[src/rtl/hdu_sb.sv]
// Hazard detection unit with a per-register load scoreboard, selectable branch
// flush policy and saturating stall/flush/freeze performance counters.
module hdu_sb #(
  parameter int RA_W     = 5,
  parameter int LOAD_LAT = 1,
  parameter int BR_MODE  = 0,
  parameter int CNT_W    = 16
) (
  input  logic              clk,
  input  logic              rst,
  input  logic [RA_W-1:0]   ID_Rs,
  input  logic [RA_W-1:0]   ID_Rt,
  input  logic [RA_W-1:0]   EX_WR_out,
  input  logic              EX_MemtoReg,
  input  logic [1:0]        EX_JumpOP,
  input  logic              EX_Taken,
  input  logic              IC_stall,
  input  logic              DC_stall,
  output logic              PCWrite,
  output logic              IF_IDWrite,
  output logic              ID_EXWrite,
  output logic              EX_MWrite,
  output logic              M_WBWrite,
  output logic              IF_Flush,
  output logic              ID_Flush,
  output logic [CNT_W-1:0]  stall_cnt,
  output logic [CNT_W-1:0]  flush_cnt,
  output logic [CNT_W-1:0]  cfrz_cnt
);

  localparam int         NREG     = 1 << RA_W;
  localparam logic [1:0] PEND_SET = 2'(LOAD_LAT - 1);

  typedef enum logic [1:0] {EV_NONE, EV_FREEZE, EV_FLUSH, EV_STALL} ev_t;

  logic [1:0] pend [NREG];
  logic       hz_ex;
  logic       hz_sb;
  logic       lu;
  logic       br;
  logic       freeze;
  logic       set_en;
  ev_t        ev;

  function automatic logic [CNT_W-1:0] sat_inc(input logic [CNT_W-1:0] v);
    return (&v) ? v : v + CNT_W'(1);
  endfunction

  // Hazard, branch and freeze terms, resolved into a single prioritised event
  always_comb begin
    freeze = IC_stall || DC_stall;
    set_en = EX_MemtoReg && (EX_WR_out != '0);
    hz_ex  = set_en && ((EX_WR_out == ID_Rs) || (EX_WR_out == ID_Rt));
    hz_sb  = ((ID_Rs != '0) && (pend[ID_Rs] != 2'd0)) ||
             ((ID_Rt != '0) && (pend[ID_Rt] != 2'd0));
    lu     = hz_ex || hz_sb;
    if (BR_MODE == 1) begin
      br = (EX_JumpOP != 2'd0) && EX_Taken;
    end else begin
      br = (EX_JumpOP != 2'd0);
    end
    if (rst) begin
      ev = EV_NONE;
    end else if (freeze) begin
      ev = EV_FREEZE;
    end else if (br) begin
      ev = EV_FLUSH;
    end else if (lu) begin
      ev = EV_STALL;
    end else begin
      ev = EV_NONE;
    end
  end

  // Stage enables and flushes for the winning event
  always_comb begin
    PCWrite    = 1'b1;
    IF_IDWrite = 1'b1;
    ID_EXWrite = 1'b1;
    EX_MWrite  = 1'b1;
    M_WBWrite  = 1'b1;
    IF_Flush   = 1'b0;
    ID_Flush   = 1'b0;
    case (ev)
      EV_FREEZE: begin
        PCWrite    = 1'b0;
        IF_IDWrite = 1'b0;
        ID_EXWrite = 1'b0;
        EX_MWrite  = 1'b0;
        M_WBWrite  = 1'b0;
      end
      EV_FLUSH: begin
        IF_Flush = 1'b1;
        ID_Flush = 1'b1;
      end
      EV_STALL: begin
        PCWrite    = 1'b0;
        IF_IDWrite = 1'b0;
        ID_Flush   = 1'b1;
      end
      default: begin
        PCWrite = 1'b1;
      end
    endcase
  end

  // Scoreboard: a new load outranks the countdown of the same entry; freeze holds all
  always_ff @(posedge clk) begin
    if (rst) begin
      for (int i = 0; i < NREG; i++) begin
        pend[i] <= 2'd0;
      end
    end else if (!freeze) begin
      for (int i = 0; i < NREG; i++) begin
        if (set_en && (EX_WR_out == RA_W'(i))) begin
          pend[i] <= PEND_SET;
        end else if (pend[i] != 2'd0) begin
          pend[i] <= pend[i] - 2'd1;
        end else begin
          pend[i] <= pend[i];
        end
      end
    end else begin
      for (int i = 0; i < NREG; i++) begin
        pend[i] <= pend[i];
      end
    end
  end

  // Saturating performance counters, one per event class
  always_ff @(posedge clk) begin
    if (rst) begin
      stall_cnt <= '0;
      flush_cnt <= '0;
      cfrz_cnt  <= '0;
    end else begin
      case (ev)
        EV_FREEZE: cfrz_cnt  <= sat_inc(cfrz_cnt);
        EV_FLUSH:  flush_cnt <= sat_inc(flush_cnt);
        EV_STALL:  stall_cnt <= sat_inc(stall_cnt);
        default:   stall_cnt <= stall_cnt;
      endcase
    end
  end

endmodule

[config.mk]
export PLATFORM = sky130hd
export DESIGN_NAME = hdu_sb
export DESIGN_NICKNAME = d
export VERILOG_FILES = /design/src/rtl/hdu_sb.sv
export SDC_FILE = /design/constraint.sdc
export NUM_CORES = 1
export LEC_CHECK = 0
export CAP_MARGIN = 20
export CORE_ASPECT_RATIO = 0.8
export CORE_UTILIZATION = 45
export CTS_CLUSTER_SIZE = 16
export DETAILED_ROUTE_END_ITERATION = 10
export PLACE_DENSITY = 0.71
export SLEW_MARGIN = 25
export SYNTH_ARGS = -nofsm -noshare
export SYNTH_HDL_FRONTEND = slang
export SYNTH_SLANG_ARGS = --single-unit
[constraint.sdc]
create_clock -name clk -period 6.1 [get_ports clk]
set_input_delay 0.61 -clock clk [delete_from_list [all_inputs] [get_ports clk]]
set_output_delay 0.61 -clock clk [all_outputs]
set_load 0.01 [all_outputs]
* After elaboration in Yosys (flattened, before gate mapping) *
Memories as Yosys holds them, arrays and structs flattened.
Cells that the tools add are included.

operators by class
  $add $sub $neg = 35
  equality and inequality tests = 36
  mux-type cells = 589
  bitwise logic cells = 131
  reduce and logical (&&, ||, !) cells = 87

operator list
  kind                                                  number
  two-way mux 1 bit                                     457
  two-way mux 2 bit                                     132
  OR 1 bit                                              128
  equality test 5 bit (second input constant)           16
  nonzero test 2 bit                                    35
  subtractor 2 x 1 -> 2 bit (second input constant)     32
  adder 16 x 1 -> 16 bit (second input constant)        3
  AND reduction 16 bit                                  3
  equality test 5 x 4 -> 1 bit (second input constant)  8
  logical AND 1 bit                                     36
  equality test 5 x 3 -> 1 bit (second input constant)  4
  nonzero test 5 bit                                    3
  equality test 5 x 2 -> 1 bit (second input constant)  2
  equality test 5 bit                                   2
  AND reduction 2 bit                                   3
  equality test 5 x 1 -> 1 bit (second input constant)  1
  zero test 5 bit                                       1
  equality test 2 bit (second input constant)           2
  logical OR 1 bit                                      4
  OR reduction 2 bit                                    2
  NOT 1 bit                                             3
  equality test 2 x 1 -> 1 bit (second input constant)  1

storage, ports and cells
  register bits = 48
  RAM bits = 64
  input port bits = 23
  output and inout port bits = 55
  word-level logic and storage cells = 882
  memories = 1

memory list
  memory  depth  width  read ports  clocked after memory_dff  write ports  line  RTL
  pend    32     2      34          0                         32           36    logic [1:0] pend [NREG];

* Longest topological paths before layout *
An unclocked memory read counts as a cell.

  depth after elaboration = 12
  mapped depth = 13
  mapped depth without buffers = 8

* Least setup slack after synthesis *
Ideal clock, no wire load.

  kind = input to output
  from = input ID_Rs[1]
  to = output PCWrite
  arrival = 2775 ps
  data required time = 5490 ps
  path slack = 2715 ps
  cell stages on the path = 13
  path buffers = 5
  cells stage by stage = buf_4 > buf_6 > nor3_1 > a21oi_1 > mux4_2 > and3_1 > nor4_1 > and2_1 > buf_6 > buf_6 > o21ai_0 > nand2_1 > buf_4

on the way
  cells in the longest elaborated chain, start to end = 12
  elaborated cells on any way between the ends = 17
  classes of those cells = 3 x eq/ne; 5 x mux; 8 x reduce/logical; 1 x memory

ends and longest elaborated chain
  what                                                                        line  RTL
  from (decl)                                                                 11    input logic [RA_W-1:0] ID_Rs,
  memory (32 x 2 bit)                                                         --
  nonzero test 2 bit                                                          54    hz_sb = ((ID_Rs != '0) && (pend[ID_Rs] != 2'd0)) ||
  logical AND 1 bit                                                           54
  logical OR 1 bit                                                            54
  logical OR 1 bit *                                                          56    lu = hz_ex || hz_sb;
  two-way mux 2 bit *                                                         68    end else if (lu) begin
  two-way mux 2 bit *                                                         66    end else if (br) begin
  two-way mux 2 bit *                                                         64    end else if (freeze) begin
  two-way mux 2 bit *                                                         62    if (rst) begin
  equality test 2 x 1 -> 1 bit / equality test 2 bit (equally long branches)  --
  OR reduction 2 bit (no source line) *                                       --
  two-way mux 1 bit *                                                         --
  to (decl)                                                                   19    output logic PCWrite,

Every way passes the cells marked *; elsewhere a longest branch is shown, timed or not.

* Worst setup path after layout *
  from = input ID_Rs[1]
  to = output IF_IDWrite

on the way
  cells in the longest elaborated chain, start to end = 12
  elaborated cells on any way between the ends = 17
  classes of those cells = 3 x eq/ne; 5 x mux; 8 x reduce/logical; 1 x memory

ends and longest elaborated chain
  what                                                                        line  RTL
  memory (32 x 2 bit)                                                         --
  nonzero test 2 bit                                                          54
  logical AND 1 bit                                                           54
  logical OR 1 bit                                                            54
  logical OR 1 bit *                                                          56
  two-way mux 2 bit *                                                         68
  two-way mux 2 bit *                                                         66
  two-way mux 2 bit *                                                         64
  two-way mux 2 bit *                                                         62
  equality test 2 x 1 -> 1 bit / equality test 2 bit (equally long branches)  84    case (ev)
  OR reduction 2 bit (no source line) *                                       --
  two-way mux 1 bit *                                                         84
  to (decl)                                                                   20    output logic IF_IDWrite,

Marks and branches as above.

==> run_results.csv <==
group,metric,value,unit
setup_path,cp-startpoint,"ID_Rs[1]",
synth,async_reset_ff_share,0,%
worst_hold_path,hold_path_class,"reg2reg",
floorplan,die_x,138,µm
timing,rsz0062_at_grt,"no",
setup_path,cp_cell_sequence,"clkdlybuf4s50_1 > nor3_1 > a21oi_1 > mux4_2 > a32o_1 > nor4_1 > and2_1 > o21ai_0 > nand2_1 > clkdlybuf4s50_1",
route,drt_first_pass_iters,8,
setup_path,critPathMostFrequentCell,"clkdlybuf4s50_1",
timing,final.setup_skew,0.0110,ns
route,drt_iter0_markers,507,
power,pwr-share-comb,14.0,%
grt,grt_pass1_vias,5506,
synth,synth_top_family_by_area,"simple AND/OR/NAND/NOR gates",
route,via_count,5731,
synth,yosys_most_used_dff,"edfxtp_1",
synth,syn_inst,750,
timing,finalHoldViolCount,0,
synth,yosysWarnings,0,
outcome,violations,"DRC",
setup_path,arrival,4.33,ns
timing,setup_viol_count_final,0,
synth,yosysUniqueCellTypes,54,
floorplan,die_y,111,µm
clock_tree,post_cts.repair.setup_buffers,0,
placed_design,place_congestion,0.815,
setup_path,path_delay_family,"buffers and inverters",
power,p_seq_share,49.9,%
setup_path,criticalPathCategory,"in2out",
finish,nNetsFinal,857,
setup_path,cpPeakStageDelay,0.91,ns
timing,slew_headroom,36.4,%
synth,synth.area.top_cells,"edfxtp_1 28%, dfxtp_1 14%, nor4_1 6.6%",
clock_tree,ctsHoldBuffers,0,
timing,worst_pin_slew,0.951,ns
finish,drive_gt1_share,4.35,%
route,totalWireLength,16.0,mm
power,irDropWorstVdd,159,µV
power,p_int,1.21,mW
clock_tree,tritoncts,"yes",
route,wl_per_cell,16.2,µm
timing,setup_tns,0,ns
power,p_clk_share,36.0,%
setup_path,worstSetupStartpointType,"primary input",
finish,n_antenna_cell,0,
synth,synth_fp_nets,807,
outcome,status,"finished with violations",
synth,synth.area.mux_share,4.07,%
clock_tree,cts-root-buf,"clkbuf_16",
clock_tree,cts.sinks,110,
placed_design,placed_cell_area,0.00749,mm²
setup_path,crit_fanout,26,
setup_path,critical_path_depth,10,
floorplan,std_cell_rows,39,
setup_path,reg2regPathDepth,9,
grt,antenna_found_initial,0,
timing,finalCritPeriodShare,81.0,%
floorplan,die_area,0.0153,mm²
synth,synth_largest_area_cell,"edfxtp_1",
synth,synthAdderAreaFrac,6.37,%
clock_tree,clk_pin_slew,0.09,ns
route,viasPerCell,5.79,
power,p_leak,2.79,nW
synth,yosysSeqAreaShare,42.3,%
grt,grt_max_degree,54,
setup_path,r2r-end,"stall_cnt[14]$_SDFFE_PP0P_",
clock_tree,cts_resized,0,
power,p_per_area,215,mW/mm²
floorplan,core_area,0.0144,mm²
setup_path,regToRegSetupSlack,2.90,ns
grt,grt_usage,21.4,%
finish,area_growth,16.9,%
setup_path,critPathCapture,"IF_IDWrite",
clock_tree,numCtsBuffers,9,
synth,syn_avg_cell_area,8.90,µm²
timing,timing.fmax,0.202,GHz
clock_tree,cts_max_path_buffers,2,
placed_design,portBuffers,76,
synth,synth_top_cell_area_share,27.9,%
route,drc_errors,4,
placed_design,dp_hpwl,11.4,mm
power,power_switching_share,28.1,%
setup_path,r2r-start,"pend[30][0]$_SDFFCE_PP0P_",
clock_tree,cts-htree-levels,3,
clock_tree,worstSkewPairLatency,0.37,ns
timing,slew_violations,0,
synth,synth_xor_area_share,4.46,%
synth,synth_compound_area_share,8.25,%
synth,synth_seq_cells,110,
timing,fin_crit,4.94,ns
grt,grt_first_pass_wirelength,26.4,mm
floorplan,initial_utilization,46.4,%
synth,synthesis.area,0.00668,mm²
setup_path,slowest_stage,"clkdlybuf4s50_1",
setup_path,cp.buffers_inverters,2,
route,antenna_left,0,
setup_path,cp-end-kind,"primary output",
power,p_switching,472,µW
grt,grt_overflow,0,
setup_path,required,5.49,ns
synth,synthSimpleGateAreaFrac,27.6,%
flow_run,maxCapViolCount,0,
finish,design_area,0.00780,mm²
floorplan,io-pin-count,78,
synth,synth_edf_count,62,
state kept, by name (all words and copies together) (netlist names):
register / flops
cfrz_cnt: 16
pend: 62
flush_cnt: 16
stall_cnt: 16
stage by stage:
| step | power, mW | cells | hold WS [ns] | setup WS, ns | util [%] |
|---|---|---|---|---|---|
| floorplan | 1.02 | 750 | 0.504 | 2.72 | - |
| global placement | 1.07 | 973 | 0.489 | 1.23 | 52.0 |
| detailed placement | 1.09 | 973 | 0.495 | 1.17 | 52.0 |
| CTS | 1.69 | 989 | 0.519 | 1.18 | 54.2 |
| global route | 1.75 | 989 | 0.544 | 0.887 | 54.2 |
| finish | 1.68 | 989 | 0.513 | 1.16 | 54.2 |
logic make-up after synthesis:
logic type / after synthesis
multiplexers: 17
AO/OA/AOI/OAI: 96
XOR/XNOR: 34
AND/OR/NAND/NOR: 349
flip-flops: 110
adder cells (fa/ha/maj): 34
buffers and inverters: 110
cells in the mapped netlist (7+ instances only):
cell type  count
nand2_1       32
clkbuf_1      28
a21oi_1       23
edfxtp_1      62
or3_1          9
nor4_1        70
dfxtp_1       48
xor2_1        21
ha_1          34
o21ai_0       46
inv_1         68
nand3_1       26
nor3_1        30
nand4_1       10
nor2_1        92
mux2_1         7
xnor2_1       13
nor2b_1       41
power by group through the flow:
stage               clock, mW  combinational (mW)  sequential (mW)
floorplan                   0               0.167            0.850
global placement            0               0.219            0.854
detailed placement          0               0.233            0.856
CTS                     0.620               0.235            0.839
finish                  0.605               0.236            0.839
global route            0.647               0.262            0.844
layout by cell type (no fill, tap or decap), drive strengths merged, types with 23 or more instances in the layout:
cell           Yosys  final
a21oi             23     23
clkdlybuf4s50      0     75
dfxtp             48     48
edfxtp            62     62
ha                34     34
inv               69     74
nand2             32     32
nand3             26     26
nor2              92     92
nor2b             41     41
nor3              30     30
nor4              70     70
o21ai             48     48
metal layers:
metal  global-route usage (%)  vias up  part of all wire (%)
met5                        0        -                     0
met4                     7.42        0                   1.5
met3                     3.80       17                   5.9
met2                     35.3      169                    47
met1                     28.3     2747                    46
li1                         -     2798                     -
layout make-up:
type	instances	area, µm²
multi-input cells	530	3400
clock inverters	7	83.8
clock buffers	9	225
well taps	184	230
repair buffers	80	786
flip-flops and latches	110	2820
inverters	69	259
fillers	1244	6590
worst min path at each step:
stage                               from                         to  slack (ns)  cells past startpoint
2_1_floorplan  stall_cnt[4]$_SDFFE_PP0P_  stall_cnt[4]$_SDFFE_PP0P_        0.50                      1
3_3_place_gp   stall_cnt[4]$_SDFFE_PP0P_  stall_cnt[4]$_SDFFE_PP0P_        0.49                      1
3_5_place_dp   stall_cnt[4]$_SDFFE_PP0P_  stall_cnt[4]$_SDFFE_PP0P_        0.50                      1
4_1_cts        cfrz_cnt[15]$_SDFFE_PP0P_  cfrz_cnt[15]$_SDFFE_PP0P_        0.52                      2
5_1_grt        cfrz_cnt[13]$_SDFFE_PP0P_  cfrz_cnt[13]$_SDFFE_PP0P_        0.54                      2
6_report       cfrz_cnt[15]$_SDFFE_PP0P_  cfrz_cnt[15]$_SDFFE_PP0P_        0.51                      2
worst register-to-register path, delay by kind of cell (launching register included):
| family | cells | cell delay [ns] |
|---|---|---|
| compound gates | 2 | 0.38 |
| buf+inv | 1 | 0.27 |
| flops | 1 | 0.42 |
| mux | 2 | 0.82 |
| simple gates | 4 | 1.21 |
Note: power is estimated with default switching activity, not from simulation.
